<file path="src/rtl/mux4_rr_sched_pkg.sv">
// Shared constants, state encoding and arbitration helpers for the
// round-robin 4:1 mux scheduler.
package mux4_rr_sched_pkg;

    localparam int unsigned NCH  = 4;
    localparam int unsigned SELW = 2;

    typedef enum logic {
        IDLE  = 1'b0,
        GRANT = 1'b1
    } state_e;

    typedef struct packed {
        logic            found;
        logic [SELW-1:0] idx;
    } pick_t;

    // First requester at or after start, searching cyclically.
    // Scanning from the far end lets the nearest hit overwrite the others.
    function automatic pick_t rr_pick(input logic [NCH-1:0]  req,
                                      input logic [SELW-1:0] start);
        pick_t           p;
        logic [SELW-1:0] idx;
        p = '0;
        for (int i = NCH - 1; i >= 0; i--) begin
            idx = start + SELW'(i);
            if (req[idx]) begin
                p.found = 1'b1;
                p.idx   = idx;
            end
        end
        return p;
    endfunction

    function automatic logic [NCH-1:0] onehot(input logic [SELW-1:0] i);
        return NCH'(1) << i;
    endfunction

endpackage

</file>
<file path="src/rtl/mux4_rr_sched_if.sv">
// Bundle of the four producer channels and the single valid/ready sink
// served by mux4_rr_sched.
interface mux4_rr_sched_if
    import mux4_rr_sched_pkg::*;
#(
    parameter int unsigned W = 8
) ();

    logic [NCH-1:0]   req;
    logic [NCH*W-1:0] d;
    logic             out_ready;
    logic [W-1:0]     y;
    logic             out_valid;
    logic [NCH-1:0]   grant;
    logic [SELW-1:0]  sel;
    logic             busy;

    // Producer/sink side.
    modport master (
        output req,
        output d,
        output out_ready,
        input  y,
        input  out_valid,
        input  grant,
        input  sel,
        input  busy
    );

    // Scheduler side.
    modport slave (
        input  req,
        input  d,
        input  out_ready,
        output y,
        output out_valid,
        output grant,
        output sel,
        output busy
    );

endinterface

</file>
<file path="src/rtl/mux4_rr_sched_mux4_w.sv">
// Parameterised W-bit 4:1 combinational data mux.
module mux4_w #(
    parameter int unsigned W = 8
) (
    input  logic [1:0]     sel,
    input  logic [4*W-1:0] d,
    output logic [W-1:0]   y
);

    always_comb begin
        y = '0;
        case (sel)
            2'd0:    y = d[0*W +: W];
            2'd1:    y = d[1*W +: W];
            2'd2:    y = d[2*W +: W];
            2'd3:    y = d[3*W +: W];
            default: y = '0;
        endcase
    end

endmodule

</file>
<file path="src/rtl/mux4_rr_sched.sv">
// Round-robin scheduler granting one of four requesters at a time onto a
// shared valid/ready sink, with a per-grant burst limit for fairness.
module mux4_rr_sched
    import mux4_rr_sched_pkg::*;
#(
    parameter int unsigned W         = 8,
    parameter int unsigned MAX_BURST = 4
) (
    input logic            clk,
    input logic            rst,
    mux4_rr_sched_if.slave bus
);

    localparam int unsigned   CW       = $clog2(MAX_BURST + 1);
    localparam logic [CW-1:0] LAST_CNT = CW'(MAX_BURST - 1);

    state_e          state_q, state_d;
    logic [NCH-1:0]  grant_q, grant_d;
    logic [SELW-1:0] sel_q, sel_d;
    logic [SELW-1:0] ptr_q, ptr_d;
    logic [CW-1:0]   cnt_q, cnt_d;
    logic            out_valid;
    logic            transfer;
    logic            rel;
    pick_t           pick;

    assign out_valid     = grant_q[sel_q] & bus.req[sel_q];
    assign transfer      = out_valid & bus.out_ready;
    assign bus.out_valid = out_valid;
    assign bus.grant     = grant_q;
    assign bus.sel       = sel_q;
    assign bus.busy      = (state_q == GRANT);

    mux4_w #(
        .W (W)
    ) u_mux (
        .sel (sel_q),
        .d   (bus.d),
        .y   (bus.y)
    );

    always_comb begin
        state_d = state_q;
        grant_d = grant_q;
        sel_d   = sel_q;
        ptr_d   = ptr_q;
        cnt_d   = cnt_q;
        rel     = 1'b0;
        pick    = '0;

        unique case (state_q)
            IDLE: begin
                pick = rr_pick(bus.req, ptr_q);
                if (pick.found) begin
                    state_d = GRANT;
                    grant_d = onehot(pick.idx);
                    sel_d   = pick.idx;
                    cnt_d   = '0;
                end
            end
            GRANT: begin
                rel = !bus.req[sel_q] || (transfer && (cnt_q == LAST_CNT));
                if (rel) begin
                    // Search from sel+1 so the released channel is tried last.
                    ptr_d = sel_q + SELW'(1);
                    pick  = rr_pick(bus.req, ptr_d);
                    cnt_d = '0;
                    if (pick.found) begin
                        grant_d = onehot(pick.idx);
                        sel_d   = pick.idx;
                    end else begin
                        state_d = IDLE;
                        grant_d = '0;
                    end
                end else if (transfer) begin
                    cnt_d = cnt_q + CW'(1);
                end
            end
            default: begin
                state_d = IDLE;
                grant_d = '0;
            end
        endcase
    end

    always_ff @(posedge clk or posedge rst) begin
        if (rst) begin
            state_q <= IDLE;
            grant_q <= '0;
            sel_q   <= '0;
            ptr_q   <= '0;
            cnt_q   <= '0;
        end else begin
            state_q <= state_d;
            grant_q <= grant_d;
            sel_q   <= sel_d;
            ptr_q   <= ptr_d;
            cnt_q   <= cnt_d;
        end
    end

endmodule

</file>
<file path="src/flat_wrapper.sv">
// flat-port wrapper written by rule: the top's interface ports become plain ports
module mux4_rr_sched_flat import mux4_rr_sched_pkg::*;
#(
    parameter int unsigned W         = 8,
    parameter int unsigned MAX_BURST = 4
)
  (clk, rst, bus_req, bus_d, bus_out_ready, bus_y, bus_out_valid, bus_grant, bus_sel, bus_busy);
  mux4_rr_sched_if #(.W(W)) bus_i ();
  input logic clk;
  input logic rst;
  input wire logic [$bits(bus_i.req)-1:0] bus_req;
  input wire logic [$bits(bus_i.d)-1:0] bus_d;
  input wire logic [$bits(bus_i.out_ready)-1:0] bus_out_ready;
  output wire logic [$bits(bus_i.y)-1:0] bus_y;
  output wire logic [$bits(bus_i.out_valid)-1:0] bus_out_valid;
  output wire logic [$bits(bus_i.grant)-1:0] bus_grant;
  output wire logic [$bits(bus_i.sel)-1:0] bus_sel;
  output wire logic [$bits(bus_i.busy)-1:0] bus_busy;
  assign bus_i.req = bus_req;
  assign bus_i.d = bus_d;
  assign bus_i.out_ready = bus_out_ready;
  assign bus_y = bus_i.y;
  assign bus_out_valid = bus_i.out_valid;
  assign bus_grant = bus_i.grant;
  assign bus_sel = bus_i.sel;
  assign bus_busy = bus_i.busy;
  mux4_rr_sched #(.W(W), .MAX_BURST(MAX_BURST)) u_core (.clk(clk), .rst(rst), .bus(bus_i));
endmodule
</file>
<file path="config.mk">
export PLATFORM = sky130hd
export DESIGN_NAME = mux4_rr_sched_flat
export DESIGN_NICKNAME = d
export VERILOG_FILES = /design/src/rtl/mux4_rr_sched_pkg.sv /design/src/rtl/mux4_rr_sched_if.sv /design/src/rtl/mux4_rr_sched_mux4_w.sv /design/src/rtl/mux4_rr_sched.sv /design/src/flat_wrapper.sv
export SDC_FILE = /design/constraint.sdc
export NUM_CORES = 1
export LEC_CHECK = 0
export ABC_AREA = 1
export BUFFER_PORTS_ARGS = -buffer_cell sky130_fd_sc_hd__buf_2
export CAP_MARGIN = 20
export CORE_UTILIZATION = 30
export CTS_BUF_LIST = sky130_fd_sc_hd__clkbuf_4 sky130_fd_sc_hd__clkbuf_8 sky130_fd_sc_hd__clkbuf_16
export DETAILED_ROUTE_END_ITERATION = 7
export PLACE_DENSITY = 0.65
export RECOVER_POWER = 25
export SYNTH_ARGS = -nofsm -noshare
export SYNTH_HDL_FRONTEND = slang
export SYNTH_SLANG_ARGS = --single-unit
</file>
<file path="constraint.sdc">
create_clock -name clk -period 1.92 [get_ports clk]
set_clock_uncertainty 0.1 [all_clocks]
set_input_delay 0 -clock clk [delete_from_list [all_inputs] [get_ports clk]]
set_output_delay 0 -clock clk [all_outputs]
set_load 0.03 [all_outputs]
</file>
Word level (Yosys, flattened, before mapping)
Index checks and enable logic that the tools add are counted.
{"block": "word_totals", "reg_bits": 12, "output_inout_bits": 16}
{"block": "classes", "add_sub_neg": 8, "order_cmp": 9, "eq_ne": 8, "shifts": 2, "mux": 48, "bitwise_logic": 3, "n_reduce_logical": 8}
{"operator": "two-way mux 3 bit", "n": 14}
{"operator": "one-hot mux 8 bit (4 select lines)", "n": 1}
{"operator": "less-than comparator 2 x 3 -> 1 bit (second input constant)", "n": 9}
{"operator": "binary-select mux 1 bit (select 2 bit)", "n": 10}
{"operator": "two-way mux 1 bit", "n": 13}
{"operator": "two-way mux 4 bit", "n": 3}
{"operator": "adder 2 bit (second input constant)", "n": 4}
{"operator": "one-hot mux 4 bit (2 select lines)", "n": 1}
{"operator": "<< shifter 1 x 2 -> 4 bit (first input constant)", "n": 2}
{"operator": "adder 2 x 1 -> 2 bit (second input constant)", "n": 3}
{"operator": "two-way mux 2 bit", "n": 3}
{"operator": "one-hot mux 3 bit (2 select lines)", "n": 1}
{"operator": "AND reduction 2 bit", "n": 3}
{"operator": "equality test 2 bit (second input constant)", "n": 2}
{"operator": "!= test 2 bit (second input constant)", "n": 2}
{"operator": "one-hot mux 2 bit (2 select lines)", "n": 1}
{"operator": "adder 3 x 1 -> 3 bit (second input constant)", "n": 1}
{"operator": "equality test 3 x 2 -> 1 bit (second input constant)", "n": 1}
{"operator": "!= test 3 bit (second input constant)", "n": 1}
{"operator": "AND reduction 3 bit", "n": 1}
{"operator": "AND 1 bit", "n": 2}
{"operator": "equality test 2 x 1 -> 1 bit (second input constant)", "n": 1}
{"operator": "zero test 2 bit", "n": 1}
{"operator": "!= test 2 x 1 -> 1 bit (second input constant)", "n": 1}
{"operator": "5 further kinds", "n": 5}

Longest topological paths before layout
Gate-level depths: netlist of run 1.
{"block": "depth", "depth_word": 14, "depth_mapped": 15, "depth_no_buf": 14}

By module
From an unflattened synthesis of run 1, not the netlist that was laid out.
{"block": "hier_totals", "hier_cells": 249, "hier_area_um2": 1471.4}
{"mod": "mux4_rr_sched", "n_inst": 1, "cells_each": 202, "area_per_inst_um2": 1207.4, "seq_area_each_um2": 300.3}
{"mod": "mux4_w", "n_inst": 1, "cells_each": 47, "area_per_inst_um2": 264.0, "seq_area_each_um2": 0.0}

Least setup slack after synthesis of run 1
Ideal clock, no wire load.
{"block": "synth_path", "path_kind": "register -> register", "start": "reg u_core.sel_q[0] (netlist: u_core.bus.sel[0])", "end": "reg u_core.grant_q[0] (netlist: u_core.bus.grant[0])", "setup_ns": 0.118, "arrival_time_ns": 1.914, "required_ns": 1.702, "slack_ns": -0.212, "path_stages_with_launch": 16, "n_path_buf": 1, "path_cell_list": "dfrtp_1 -> buf_6 -> inv_6 -> ha_1 -> inv_1 -> nand2_4 -> nand2_2 -> nand2_1 -> nand3_1 -> nand3_1 -> nand2_1 -> nand2_1 -> nand2_1 -> nor2_1 -> nor2_1 -> nor2_1"}
{"block": "synth_between", "elab_chain_len": 14, "word_cells_on_any_way": 33}
{"element": "from (decl)", "line_no": "mux4_rr_sched.sv:19", "text": "logic [SELW-1:0] sel_q, sel_d;"}
{"element": "from (signal assigned)", "line_no": "mux4_rr_sched.sv:96", "text": "sel_q <= sel_d;"}
{"element": "adder 2 x 1 -> 2 bit", "line_no": "mux4_rr_sched.sv:65", "text": "ptr_d = sel_q + SELW'(1);"}
{"element": "adder 2 bit", "line_no": "mux4_rr_sched_pkg.sv:26", "text": "idx = start + SELW'(i);"}
{"element": "binary-select mux 1 bit (select 2 bit)", "line_no": "mux4_rr_sched_pkg.sv:27", "text": "if (req[idx]) begin"}
{"element": "two-way mux 1 bit (implied by the code)", "line_no": "mux4_rr_sched_pkg.sv:27"}
{"element": "two-way mux 3 bit (4 in series)", "line_no": "mux4_rr_sched_pkg.sv:27"}
{"element": "two-way mux 3 bit", "line_no": "mux4_rr_sched.sv:63", "text": "if (rel) begin"}
{"element": "two-way mux 3 bit", "line_no": "mux4_rr_sched.sv:51", "text": "unique case (state_q)"}
{"element": "<< shifter 1 x 2 -> 4 bit", "line_no": "mux4_rr_sched_pkg.sv:36", "text": "return NCH'(1) << i;"}
{"element": "two-way mux 4 bit", "line_no": "mux4_rr_sched.sv:68", "text": "if (pick.found) begin"}
{"element": "two-way mux 4 bit", "line_no": "mux4_rr_sched.sv:63"}
{"element": "one-hot mux 4 bit (2 select lines)", "line_no": "mux4_rr_sched.sv:51"}
{"element": "to (signal assigned)", "line_no": "mux4_rr_sched.sv:95", "text": "grant_q <= grant_d;"}
{"element": "to (decl)", "line_no": "mux4_rr_sched.sv:18", "text": "logic [NCH-1:0] grant_q, grant_d;"}
Several ways; a longest one is shown, not always the timed one. The select of a mux whose other input is x is not followed.
A chain may end at the register's enable or synchronous reset.

Worst setup path in the final report of run 1
{"block": "layout_path", "start": "reg u_core.sel_q[0] (netlist: u_core.bus.sel[0])", "end": "reg u_core.grant_q[2] (netlist: u_core.bus.grant[2])"}
The elaborated chain is that of the path after synthesis.

==> metrics.md, run 1 <==
| Metric | Value |
|---|---|
| Effective utilization at floorplan | `0.312` |
| CTS root buf | `clkbuf_8` |
| Via count of the first global-routing pass | `between 1000 and 1500` |
| Std-Cell Rows | `25` |
| Yosys top cell area share | `0.233` |
| IO buf count | `54` |
| Yosys warning total | `0` |
| Status | `finished, final reports clean` |
| Most common cell after layout, fill and taps aside | `nand2_1` |
| Critical path peak fanout | `5` |
| # H-tree levels | `1` |
| Sw frac | `0.579` |
| Multi-input gate area | `1070 um2` |
| Routed len/inst | `between 10 and 15 um` |
| Die height | `72.3 um` |
| I/O pins | `55` |
| Nets | `roughly 350` |
| Reg power frac | `0.121` |
| DRC | `0` |
| Total Routing Usage GR | `0.139` |
| Die width | `between 70 and 80 um` |
| WL final | `3930 um` |
| Register bit total from synthesis | `12` |
| Combinational share of power | `0.822` |
| Dpl ws | `0.0557 ns` |
| Largest net degree at the start of global routing | `17` |
| Pwr Density | `around 2100 nW/um2` |
| Leak | `around 1.1 nW` |
| Layout cells sized above 1 | `0.367` |
| Distinct cells, synth | `27` |
| Worst VDD drop | `between 0.0009 and 0.001 V` |
| Diode count | `0` |
| Pint | `between 1.5 and 2 mW` |
| Switching Power | `between 2 and 2.5 mW` |
| R2R Setup Slk | `a little under 0.1 ns` |
| Design area | `1970 um2` |
| CTS tree | `built` |
| Most frequent cells in the layout | `90 x nand2_1, 54 x buf_2, 25 x nor2_1` |
| Tot Pwr | `between 4 and 5 mW` |
| Max Clock Freq | `approximately 0.55 GHz` |
| Fin crit share | `0.950` |
| HPWL Detailed | `a little over 3000 um` |
| Seq/Total Area, Yosys | `0.203` |
| RSZ-0062 raised after global routing | `true` |
| FF/Latch Area | `304 um2` |
| Final min period | `between 1.5 and 2 ns` |
| Yosys top cell by area | `nand2_1` |
| Worst-Margin Slew | `0.498 ns` |
| Hold Crit Class | `in -> reg` |
| Total CTS buffers | `3` |
| Startpoint Class | `flop` |
| Critical path required time | `~2.0 ns` |
| Total number of vias | `around 1700` |
| DRT iter0 DRCs | `57` |
| Clock network power share | `0.057` |
| Via-per-instance ratio | `around 4.5` |
| Crit path from | `u_core.bus.sel[0]$_DFFE_PP0P_` |
| Clock-pin slew on the worst setup and hold paths | `roughly 0.05 ns` |
| Layout fillers | `540` |
| Critical path data arrival time | `1.90 ns` |
| Critical path class | `reg -> reg` |
| Final hold viol count | `0` |
| R2r worst-path depth | `12` |
| Initial antenna violation count | `0` |
| CTS Sinks | `12` |
| Max_cap viols | `0` |
| Setup TNS | `0 ns` |
| Area contributors post-synth | `nand2_1 23%, dfrtp_1 20%, nor2_1 6.6%, inv_1 5.6%, nand2_2 5.5%` |
| RR Startpoint | `u_core.bus.sel[0]$_DFFE_PP0P_` |
| Core ar. | `~4800 um2` |
| Cells after Synth | `about 240` |
| Global-route wire length before repair | `roughly 6000 um` |
| Clock Tree Buf Depth | `2` |
| Post-route setup slack | `between 0.09 and 0.1 ns` |
| DP Area | `1830 um2` |
| Global route overflow | `0` |
| CP endpoint kind | `flop` |
| Number of routed nets with antenna violations | `0` |
| Post-Syn Area | `around 1500 um2` |
| DRT Pass-1 Iters | `4` |
| Worst-Skew Late Latency | `~0.24 ns` |
| Critical Path End | `u_core.bus.grant[2]$_DFFE_PP0P_` |
| Final setup violation count | `0` |
| Slew headroom | `0.668` |
| Max-slew violations | `0` |
| Gpl congestion | `0.878` |
| Worst R2R End | `u_core.bus.grant[2]$_DFFE_PP0P_` |
| Syn Nets | `289` |
| Syn_area_per_cell | `6.08 um2` |
| Area grow syn2layout | `32.6%` |
| Worst hold slack | `0.0872 ns` |
| Die area | `about 5200 um2` |
cells by family (layout without fill, tap and decap cells):
family | after synthesis | after routing | share of synthesized area
AOI/OAI and AO/OA | 36 | 36 | 0.154
and+or+nand+nor | 157 | 157 | 0.486
DFF | 12 | 12 | 0.203
buffers and inverters | 33 | 94 | 0.106
adders and majority gates | 6 | 6 | 0.0506
timing repair:
| action | 4_1_cts | 5_1_grt |
|---|---|---|
| endpoints found under the hold margin | 12 | 0 |
| gates resized for setup | 0 | 13 |
| hold buffers | 1 | 0 |
| buffers inserted | 0 | 6 |
| setup endpoints to repair | 0 | 14 |
layer usage:
layer / GRT usage / routed length (um) / vias up
met5: 0 / 0 / -
met1: 0.173 / 1800 / 717
met2: 0.256 / 1850 / 65
met3: 0.0208 / 261 / 4
met4: 0.0261 / 25 / 0
li1: - / - / 898
power by group through the flow:
stage / Sequential (mW) / Clock [mW] / Combinational (mW)
2_1_floorplan: 0.582 / 0 / 2.41
3_3_place_gp: 0.499 / 0 / 3.08
3_5_place_dp: 0.500 / 0 / 3.11
4_1_cts: 0.496 / 0.234 / 3.13
5_1_grt: 0.515 / 0.247 / 3.74
6_report: 0.495 / 0.233 / 3.36
layout make-up:
cell class / count / area share
inverter: 25 / 0.0516
timing repair buffer: 66 / 0.187
multi-input combinational: 199 / 0.544
tap: 67 / 0.0426
sequential: 12 / 0.155
clock buffer: 3 / 0.0210
state kept, by name (all words and copies together), names as in the netlist:
| signal | flops |
|---|---|
| u_core.bus.busy | 1 |
| u_core.bus.grant | 4 |
| u_core.bus.sel | 2 |
| u_core.cnt_q | 3 |
| u_core.ptr_q | 2 |
Yosys cell counts, drive strengths merged:
| cell | count |
|---|---|
| buf | 6 |
| nand2 | 110 |
| inv | 25 |
| nand3 | 17 |
| ha | 6 |
| clkbuf | 2 |
| a21oi | 10 |
| nor2 | 28 |
| o21ai | 18 |
| nand4 | 1 |
| dfrtp | 12 |
| nor3 | 1 |
| a22o | 8 |
per-stage QoR:
| step | utilization | std cells |
|---|---|---|
| 2_1_floorplan | - | 244 |
| 3_5_place_dp | 0.385 | 362 |
| 6_report | 0.413 | 372 |
| 3_3_place_gp | 0.385 | 362 |
| 5_1_grt | 0.413 | 372 |
| 4_1_cts | 0.396 | 366 |
critical path, cell delays in order (launching register included):
cell and delay (ns):
dfrtp_2 0.42, clkinv_4 0.10, ha_4 0.31, inv_4 0.05, nand2_4 0.06, nand2_2 0.06, nand2_2 0.09, nand3_2 0.11
nand3_2 0.10, nand3_2 0.08, nor2_1 0.14, nor2_1 0.06, nor2_1 0.08
worst min-delay path by stage:
stage	to	cells past startpoint	from
after global routing	u_core.cnt_q[1]$_DFFE_PP0P_	5	bus_out_ready
after CTS	u_core.cnt_q[2]$_DFFE_PP0P_	5	bus_out_ready
after detailed placement	u_core.cnt_q[0]$_DFFE_PP0P_	2	rst
final	u_core.cnt_q[2]$_DFFE_PP0P_	5	bus_out_ready
after floorplan	u_core.bus.busy$_DFF_PP0_	1	rst
after global placement	u_core.cnt_q[0]$_DFFE_PP0P_	2	rst
Power figures use the tool's default switching activity.
==> run 2, diff against run 1 <==
--- a/config.mk
+++ b/config.mk
@@ -11,8 +11,10 @@
 export CORE_UTILIZATION = 30
 export CTS_BUF_LIST = sky130_fd_sc_hd__clkbuf_4 sky130_fd_sc_hd__clkbuf_8 sky130_fd_sc_hd__clkbuf_16
 export DETAILED_ROUTE_END_ITERATION = 7
-export PLACE_DENSITY = 0.65
+export HOLD_SLACK_MARGIN = 0.03
+export PLACE_DENSITY_LB_ADDON = 0.25
 export RECOVER_POWER = 25
 export SYNTH_ARGS = -nofsm -noshare
 export SYNTH_HDL_FRONTEND = slang
+export SYNTH_HIERARCHICAL = 1
 export SYNTH_SLANG_ARGS = --single-unit
==> metrics.md, run 2 <==
| Metric | Value |
|---|---|
| Post-Syn Area | `about 1500 um2` |
| Final core occ | `0.391` |
| Combinational share of power | `0.797` |
| DRT Pass-1 Iters | `4` |
| Fin crit share | `0.901` |
| Global-route wire length before repair | `between 6000 and 7000 um` |
| Most frequent cells in the layout | `100 x nand2_1, 54 x buf_2, 47 x nand3_1` |
| Effective utilization at floorplan | `0.312` |
| Via-per-instance ratio | `roughly 4.5` |
| Top-count cell post-synth | `nand2_1` |
| Register bit total from synthesis | `12` |
| Worst Path Buf+Inv | `4` |
| Max-slew violations | `0` |
| Initial antenna violation count | `0` |
| Die width | `slightly above 70 um` |
| Number of routed nets with antenna violations | `0` |
| Slew headroom | `0.688` |
| Syn_area_per_cell | `roughly 5.9 um2` |
| Mux cell area share after synthesis | `0.00680` |
| Critical Path End | `u_core/cnt_q[0]$_DFFE_PP0P_` |
| Setup TNS | `0 ns` |
| Clock Tree Buf Depth | `2` |
| Largest net degree at the start of global routing | `22` |
| CTS Sinks | `12` |
| Diode count | `0` |
| Leak | `1.07 nW` |
| Clock network power share | `0.073` |
| CP endpoint kind | `flop` |
| Syn Nets | `slightly below 300` |
| Instance count on the critical path | `13` |
| Total Routing Usage GR | `0.151` |
| Met2 GRT Util | `0.236` |
| Core ar. | `~4700 um2` |
| R2R Setup Slk | `0.19 ns` |
| Worst path slowest cell | `dfrtp_1` |
| Total number of vias | `1687` |
| Layout fillers | `502` |
| Xor/xnor cell area share of the yosys netlist | `0` |
| Yosys top cell by area | `nand2_1` |
| Startpoint Class | `flop` |
| Global route overflow | `0` |
| Critical path required time | `1.94 ns` |
| IO buf count | `54` |
| Final min period | `1.73 ns` |
| DRT iter0 DRCs | `between 80 and 90` |
| Sw frac | `0.592` |
| Critical path data arrival time | `1.75 ns` |
| Via count of the first global-routing pass | `1456` |
| RSZ-0062 raised after global routing | `false` |
| Top cells by count, synth | `100 x nand2_1, 47 x nand3_1, 19 x inv_1` |
| Seq/Total Area, Yosys | `0.204` |
| HPWL Detailed | `3090 um` |
| Std-Cell Rows | `25` |
| CP Cell Sequence | `buf_4, inv_6, nand2_2, nand3_1, nand2_2, inv_2, nand2_2, nor2_4, inv_4, nand2_4, nand2_4, nand2_1, mux2i_1` |
| Largest family of logic cells by synthesized area | `simple AND/OR/NAND/NOR gates` |
| Worst path max stage delay | `around 0.37 ns` |
| Die height | `72.0 um` |
| I/O pins | `between 50 and 60` |
| Max Clock Freq | `between 0.5 and 0.6 GHz` |
| Die area | `5190 um2` |
| # H-tree levels | `1` |
| Critical path class | `reg -> reg` |
| Clock-pin slew on the worst setup and hold paths | `about 0.05 ns` |
| Crit path from | `u_core/bus.sel[0]$_DFFE_PP0P_` |
| Fin cells | `between 300 and 400` |
| Total CTS buffers | `3` |
| Synth Flop Type | `dfrtp_1` |
| Most frequent CP cell | `nand2_2` |
| Final hold viol count | `0` |
| GR Layer Usage met1 | `0.219` |
| Critical path peak fanout | `8` |
| Nets | `between 300 and 400` |
| Tot Pwr | `about 3.8 mW` |
| CTS root buf | `clkbuf_8` |
| R2r worst-path depth | `13` |
| RR Startpoint | `u_core/bus.sel[0]$_DFFE_PP0P_` |
| Distinct cells, synth | `23` |
| Yosys warning total | `6` |
| Largest register FFs | `4` |
| Compound-cell area share of the yosys netlist | `0.0519` |
| WL final | `approximately 3800 um` |
| Max_cap viols | `0` |
| Status | `finished, final reports clean` |
| Yosys top cell area share | `0.255` |
| Gpl congestion | `around 0.80` |
| CP top delay family | `simple AND/OR/NAND/NOR gates` |
| Synth Area in Simple Gates | `0.578` |
| Global-route met3 utilization | `0.0125` |
| Routed len/inst | `10.2 um` |
| DRC | `0` |
| Worst R2R End | `u_core/cnt_q[0]$_DFFE_PP0P_` |
| Pint | `about 1.5 mW` |
| Worst-Skew Late Latency | `around 0.24 ns` |
| Area contributors post-synth | `nand2_1 26%, dfrtp_1 20%, nand3_1 16%, buf_6 5.4%, inv_1 4.8%` |
| Dpl ws | `roughly 0.11 ns` |
| Worst VDD drop | `between 0.0008 and 0.0009 V` |
| Most used routing layer in global routing | `met2` |
| Hold Crit Class | `in -> reg` |
| Async S/R FF share, synth | `1.00` |
| Area grow syn2layout | `25.6%` |
| Layout cells sized above 1 | `0.309` |
| Post-CTS Setup Bufs | `0` |
| Most common cell after layout, fill and taps aside | `nand2_1` |
| Worst-Margin Slew | `between 0.4 and 0.5 ns` |
| Pwr Density | `around 2000 nW/um2` |
| Reg power frac | `0.130` |
| Switching Power | `between 2 and 2.5 mW` |
| Post-Synth Adder-Cell Area | `0.0170` |
| Cells after Synth | `approximately 250` |
| Number of flops mapped to enable cells by yosys | `0` |
| CTS tree | `built` |
| Post-route setup slack | `between 0.15 and 0.2 ns` |
| Dpl cells | `between 300 and 400` |
| Final setup violation count | `0` |
run 2: cell count changes in the layout (fill, tap and decap cells not counted), sizes merged, moves of 4 or more:
cell / before / now
buf: 65 / 60
nand4: 1 / 11
nor2: 28 / 10
nand2: 110 / 114
o21ai: 18 / 11
nand3: 17 / 47
inv: 24 / 28
a22o: 8 / 0
ha: 6 / 2
a21oi: 10 / 0
run 2: how the worst min path moves through the flow:
stage	start	endpoint	slack, ns	cells after the start
2_1_floorplan	rst	u_core/bus.busy$_DFF_PP0_	-0.24	1
3_3_place_gp	rst	u_core/cnt_q[2]$_DFFE_PP0P_	-0.07	2
3_5_place_dp	rst	u_core/bus.grant[2]$_DFFE_PP0P_	-0.06	2
4_1_cts	bus_out_ready	u_core/cnt_q[1]$_DFFE_PP0P_	0.14	6
5_1_grt	bus_out_ready	u_core/bus.sel[0]$_DFFE_PP0P_	0.21	5
6_report	bus_out_ready	u_core/cnt_q[0]$_DFFE_PP0P_	0.15	6
run 2: worst reg2reg max path, delay by kind of cell (launching register included):
family | cells | cell delay [ns]
buffers and inverters | 4 | 0.38
AND/OR/NAND/NOR | 8 | 0.70
flip-flops | 1 | 0.37
multiplexers | 1 | 0.07
run 2: per-stage QoR:
step | hold WS, ns | cell area (um2)
after global placement | -0.0710 | 1770
after CTS | 0.143 | 1840
after global routing | 0.207 | 1850
final | 0.151 | 1850
after detailed placement | -0.0607 | 1770
after floorplan | -0.235 | 1470
run 2: timing repair:
action | in CTS | in global routing
hold buffers | 1 | 0
hold endpoints to repair | 12 | 0
setup endpoints to repair | 0 | 6
gates resized for setup | 0 | 5
run 2: cell type report:
class	instances	area, um2	share of cell area
Tap cell	67	83.8	0.0454
Timing Repair Buffer	61	329	0.178
Multi-Input combinational cell	199	965	0.522
Sequential cell	12	303	0.164
Clock buffer	4	55.1	0.0298
Inverter	28	113	0.0609
run 2: metal layers:
| layer | up-vias | wire [um] | part of all wire |
|---|---|---|---|
| met5 | - | 0 | 0 |
| met4 | 0 | 52 | 0.014 |
| met3 | 6 | 146 | 0.038 |
| met2 | 37 | 1680 | 0.44 |
| met1 | 732 | 1910 | 0.50 |
| li1 | 912 | - | - |
run 2: cells by family after synthesis:
family	after synthesis
AO/OA/AOI/OAI	13
adder cells (fa/ha/maj)	2
buffers and inverters	38
flip-flops	12
multiplexers	1
AND/OR/NAND/NOR	183
run 2: power by group through the flow:
| stage | Sequential, mW | Combinational (mW) | Clock, mW |
|---|---|---|---|
| 2_1_floorplan | 0.553 | 2.37 | 0 |
| 3_3_place_gp | 0.487 | 2.97 | 0 |
| 3_5_place_dp | 0.485 | 2.97 | 0 |
| 4_1_cts | 0.481 | 2.98 | 0.283 |
| 5_1_grt | 0.504 | 3.40 | 0.296 |
| 6_report | 0.487 | 2.99 | 0.273 |
